===== src/rtl/fifo_pkg.sv =====
// rtl/fifo_pkg.sv - shared defaults, clog2 and parameter-legality helpers for the sync FIFO
package fifo_pkg;

  localparam int DEFAULT_DATA_W = 8;
  localparam int DEFAULT_DEPTH  = 16;

  function automatic int clog2(input int n);
    int r;
    r = 0;
    while ((1 << r) < n) r = r + 1;
    return r;
  endfunction

  function automatic bit is_pow2(input int n);
    return (n >= 2) && ((n & (n - 1)) == 0);
  endfunction

  function automatic bit thresh_ok(input int depth, input int thresh);
    return (thresh >= 0) && (thresh <= depth);
  endfunction

endpackage


===== src/rtl/fifo_mem.sv =====
// rtl/fifo_mem.sv - DEPTH x DATA_W register array, clocked write port, async read port
module fifo_mem
  import fifo_pkg::*;
#(
  parameter int DATA_W = DEFAULT_DATA_W,
  parameter int DEPTH  = DEFAULT_DEPTH,
  parameter int AW     = clog2(DEFAULT_DEPTH)
) (
  input  logic              clk,
  input  logic              we_i,
  input  logic [AW-1:0]     waddr_i,
  input  logic [DATA_W-1:0] wdata_i,
  input  logic [AW-1:0]     raddr_i,
  output logic [DATA_W-1:0] rdata_o
);

  // No reset: contents are only ever read after being written.
  logic [DATA_W-1:0] mem_q [DEPTH];

  always_ff @(posedge clk) begin
    if (we_i) begin
      mem_q[waddr_i] <= wdata_i;
    end
  end

  assign rdata_o = mem_q[raddr_i];

endmodule


===== src/rtl/param_sync_fifo.sv =====
// rtl/param_sync_fifo.sv - parametrised single-clock FIFO with occupancy, thresholds and error pulses
// Define FIFO_FWFT_EN for first-word fall-through output; default is registered read data.
module param_sync_fifo
  import fifo_pkg::*;
#(
  parameter int DATA_W        = DEFAULT_DATA_W,
  parameter int DEPTH         = DEFAULT_DEPTH,
  parameter int AFULL_THRESH  = 14,
  parameter int AEMPTY_THRESH = 2
) (
  input  logic                  clk,
  input  logic                  rst_n,
  input  logic                  wr_en_i,
  input  logic [DATA_W-1:0]     data_i,
  input  logic                  rd_en_i,
  output logic [DATA_W-1:0]     data_o,
  output logic                  full_o,
  output logic                  empty_o,
  output logic                  almost_full_o,
  output logic                  almost_empty_o,
  output logic [clog2(DEPTH):0] count_o,
  output logic                  overflow_o,
  output logic                  underflow_o
);

  localparam int AW = clog2(DEPTH);
  localparam int CW = AW + 1;

  if (!is_pow2(DEPTH)) begin : g_bad_depth
    $error("param_sync_fifo: DEPTH must be a power of two >= 2");
  end
  if (!thresh_ok(DEPTH, AFULL_THRESH) || !thresh_ok(DEPTH, AEMPTY_THRESH)) begin : g_bad_thresh
    $error("param_sync_fifo: thresholds must lie within 0..DEPTH");
  end

  logic [AW-1:0]     wr_ptr_q, wr_ptr_d;
  logic [AW-1:0]     rd_ptr_q, rd_ptr_d;
  logic [CW-1:0]     count_q, count_d;
  logic              overflow_q, underflow_q;
  logic              wr_acc, rd_acc;
  logic [DATA_W-1:0] mem_rdata;

  assign full_o         = (count_q == CW'(DEPTH));
  assign empty_o        = (count_q == '0);
  assign almost_full_o  = (count_q >= CW'(AFULL_THRESH));
  assign almost_empty_o = (count_q <= CW'(AEMPTY_THRESH));
  assign count_o        = count_q;
  assign overflow_o     = overflow_q;
  assign underflow_o    = underflow_q;

  // Acceptance uses pre-edge flags, so a same-cycle pop never makes room for a push.
  assign wr_acc = wr_en_i & ~full_o;
  assign rd_acc = rd_en_i & ~empty_o;

  always_comb begin
    wr_ptr_d = wr_ptr_q;
    rd_ptr_d = rd_ptr_q;
    count_d  = count_q;
    if (wr_acc) wr_ptr_d = wr_ptr_q + AW'(1);
    if (rd_acc) rd_ptr_d = rd_ptr_q + AW'(1);
    case ({wr_acc, rd_acc})
      2'b10:   count_d = count_q + CW'(1);
      2'b01:   count_d = count_q - CW'(1);
      default: count_d = count_q;
    endcase
  end

  fifo_mem #(
    .DATA_W (DATA_W),
    .DEPTH  (DEPTH),
    .AW     (AW)
  ) u_mem (
    .clk     (clk),
    .we_i    (wr_acc),
    .waddr_i (wr_ptr_q),
    .wdata_i (data_i),
    .raddr_i (rd_ptr_q),
    .rdata_o (mem_rdata)
  );

  always_ff @(posedge clk) begin
    if (!rst_n) begin
      wr_ptr_q    <= '0;
      rd_ptr_q    <= '0;
      count_q     <= '0;
      overflow_q  <= 1'b0;
      underflow_q <= 1'b0;
    end else begin
      wr_ptr_q    <= wr_ptr_d;
      rd_ptr_q    <= rd_ptr_d;
      count_q     <= count_d;
      overflow_q  <= wr_en_i & full_o;
      underflow_q <= rd_en_i & empty_o;
    end
  end

`ifdef FIFO_FWFT_EN
  assign data_o = mem_rdata;
`else
  logic [DATA_W-1:0] data_q;

  always_ff @(posedge clk) begin
    if (!rst_n) begin
      data_q <= '0;
    end else if (rd_acc) begin
      data_q <= mem_rdata;
    end
  end

  assign data_o = data_q;
`endif

endmodule


===== config.mk =====
export PLATFORM = sky130hd
export DESIGN_NAME = param_sync_fifo
export DESIGN_NICKNAME = d
export VERILOG_FILES = /design/src/rtl/fifo_pkg.sv /design/src/rtl/fifo_mem.sv /design/src/rtl/param_sync_fifo.sv
export SDC_FILE = /design/constraint.sdc
export NUM_CORES = 1
export LEC_CHECK = 0
export CORE_MARGIN = 2
export CORE_UTILIZATION = 31
export CTS_BUF_LIST = sky130_fd_sc_hd__clkbuf_4 sky130_fd_sc_hd__clkbuf_8
export DETAILED_ROUTE_END_ITERATION = 10
export SLEW_MARGIN = 15
export SYNTH_ARGS = -nofsm -noshare
export SYNTH_HDL_FRONTEND = slang
export SYNTH_SLANG_ARGS = --single-unit

===== constraint.sdc =====
create_clock -name clk -period 8.1 [get_ports clk]
set_clock_uncertainty 0.2 [all_clocks]
set_input_delay 1.62 -clock clk [delete_from_list [all_inputs] [get_ports clk]]
set_output_delay 1.62 -clock clk [all_outputs]
set_load 0.02 [all_outputs]

==> run metrics <==
Yosys warning count 0; overall power of the completed layout around 1.9 mW; area grow syn2layout 15.7%; antenna violations before repair 0; reported leakage power roughly 2.2 nW; main area contributors after synthesis edfxtp_1, dfxtp_1, mux4_2; Setup crit start wr_en_i; first drt pass iteration count 6; wire length per cell about 18 um; worst-skew pair later-pin latency between 0.4 and 0.5 ns; number of placed I/O pins 31; Die X-Extent 144 um; Final min period roughly 4 ns; Final Hold Fails 0; final estimated routing congestion in global placement ~0.76; register share of total power 48.8%; CTS Root Cell clkbuf_8; kind of start point of the critical path input pin; register bit count reported by yosys roughly 150; Netlist cell types 38; count of cells resized by post-cts repair 0; DRC Markers 0; number of vias per cell 4.68; Worst Path Required 8.28 ns; number of maximum-capacitance constraint violations 0; Post-CTS Hold Buffers 0; count of antenna-violating nets left after detailed routing 0; synthesized instance count 374; count of final max-slew check failures 0; most common library cell in the layout ignoring fill and taps edfxtp_1; first-pass GRT wire length about 19000 um; Initial Utilization between 30% and 40%; DIE AREA roughly 21000 sq um; Arr. time, crit path around 4.2 ns; endpoints failing setup 0; worst vdd ir a little over 90 uV; RR Startpoint count_o[1]; worst slew margin relative to its limit between 40% and 50%; switching part of the total approximately 29%; Max Freq ~250 MHz; placeable core area just under 20000 sq um; leading cell types in the layout, fill and taps excluded edfxtp_1, mux2i_1, clkdlybuf4s50_1; fraction of layout instances using a drive strength above 1 between 10% and 20%; CTS tree built; part of the total power dissipated in the clock network around 29%; number of antenna cells inserted 0; final clock period utilization by the worst path between 40 and 50%; clk sinks around 150; estimated wirelength of the detail-placed design 7670 um; Combinational Power Share 22.2%; Pint about 1.4 mW; Via Count ~3200; CTS buffer count 17; kind of end point of the critical path flop; cell type with the highest aggregate area in the netlist edfxtp_1; synthesized area per cell 16.2 sq um; setup repair after global routing missed its margin no; vias in the first global route about 3300; combined global-route utilization of all metal layers 12.7%; largest net degree at the start of global routing 51; number of setup buffers added after CTS 0; leftover overflow at the end of global routing 0; power per unit of standard cell area 271 nW/um^2; post-CTS clock slew at the launch and capture registers of the worst setup and hold paths ~0.080 ns; # port buffers 30; chip height between 100 and 150 um; actual slew at the worst max-slew pin between 0.8 and 0.9 ns; Critical Setup Path Class in2reg; Setup TNS 0 ns; share of Yosys cell area claimed by the top area cell type between 60% and 70%; status finished clean; launch point of the worst hold path count_o[4]; sequential element share of the synthesized area a little under three quarters; number of placement rows a little over 50; Mapped Area between 6000 and 7000 sq um; H-Tree Depth 4; highest net fanout along the worst path 9; Layout Nets roughly 430; total net switching power 0.555 mW; DRT iter0 DRCs 200; buffer levels on the longest clock path 2; worst slack after detailed placement 3.66 ns; fin worst setup slack 4.10 ns; syn nets around 400; utilization after layout roughly 36%; HP Class reg2reg; Routed WL roughly 12000 um
==> sequential cells by signal (all words and copies together) (netlist names) <==
register and count:
u_mem.mem_q 128, data_o 8, count_o 5, rd_ptr_q 4, wr_ptr_q 4, overflow_o 1
underflow_o 1
==> worst max-delay path, cell delays in order <==
cell and delay [ns]:
clkdlybuf4s50_1 0.47, a21boi_2 0.44, inv_1 0.12, ha_1 0.32
xor2_1 0.19, ha_1 0.21, a21oi_1 0.19, nand2b_1 0.08
a21o_1 0.17, a21oi_1 0.16, mux2i_1 0.20
==> metrics by stage <==
| step | area [sq um] | hold WS (ns) | std cells |
|---|---|---|---|
| 2_1_floorplan | 6070 | 0.383 | 374 |
| 3_3_place_gp | 6620 | 0.334 | 650 |
| 3_5_place_dp | 6620 | 0.340 | 650 |
| 4_1_cts | 7010 | 0.350 | 682 |
| 5_1_grt | 7020 | 0.397 | 682 |
| 6_report | 7020 | 0.348 | 682 |
==> layout make-up <==
| cell class | count | area, sq um |
|---|---|---|
| Clock buffer | 17 | 234 |
| Clock inverter | 15 | 156 |
| Fill cell | 1818 | 12300 |
| Inverter | 5 | 18.8 |
| Multi-Input combinational cell | 195 | 1640 |
| Sequential cell | 151 | 4310 |
| Tap cell | 265 | 332 |
| Timing Repair Buffer | 34 | 330 |
==> Yosys cell counts <==
library cell,number
xor2_1,3
mux2i_1,35
or3_1,2
and3_1,2
nand4b_1,1
buf_6,2
inv_1,5
a21oi_1,4
mux4_2,16
buf_1,1
nand2_2,2
a21o_1,2
and2_1,8
a22oi_1,9
nor4_4,1
o22ai_1,18
nor2_1,22
dfxtp_1,23
edfxtp_1,128
nand4_1,2
a21boi_2,1
a2111oi_0,1
o21ai_0,10
ha_1,9
nand2b_1,5
a31oi_1,8
clkbuf_1,9
a21boi_0,1
or4b_1,1
nand3b_1,1
nor2b_1,6
a21boi_1,1
buf_2,10
buf_4,1
nor3_1,4
xnor2_1,6
nand2_1,10
nand3_1,4
==> power groups by stage <==
stage               logic (mW)  registers (mW)  clock network [mW]
floorplan                0.269           0.957                   0
global placement         0.420           0.944                   0
detailed placement       0.427           0.947                   0
CTS                      0.428           0.930               0.568
global route             0.470           0.937               0.598
finish                   0.423           0.930               0.553
==> path summary, 6_finish.rpt <==
| check | to | slack (ns) | depth (start not counted) |
|---|---|---|---|
| worst min-delay path | count_o[4] | 0.35 | 2 |
| worst max register to register | count_o[4] | 5.05 | 11 |
| worst max-delay path | count_o[4] | 4.10 | 11 |
| worst min register to register | count_o[4] | 0.35 | 2 |
==> cell families after synthesis <==
family          after synthesis  synth area share, %
xor+xnor                      9                 1.30
buf+inv                      28                 2.25
simple gates                 71                 6.21
mux                          51                 11.7
flops                       151                 70.9
compound gates               55                 5.77
fa+ha+maj                     9                 1.86
==> metal layers <==
layer  vias to the layer above  routed length [um]  GRT usage, %
met5                         -                   0             0
met4                         0                 138          5.47
met3                        12                 588          3.77
met1                      1603                5640          16.6
met2                        67                5690          19.6
li1                       1510                   -             -
Note: power is estimated with default switching activity, not from simulation.
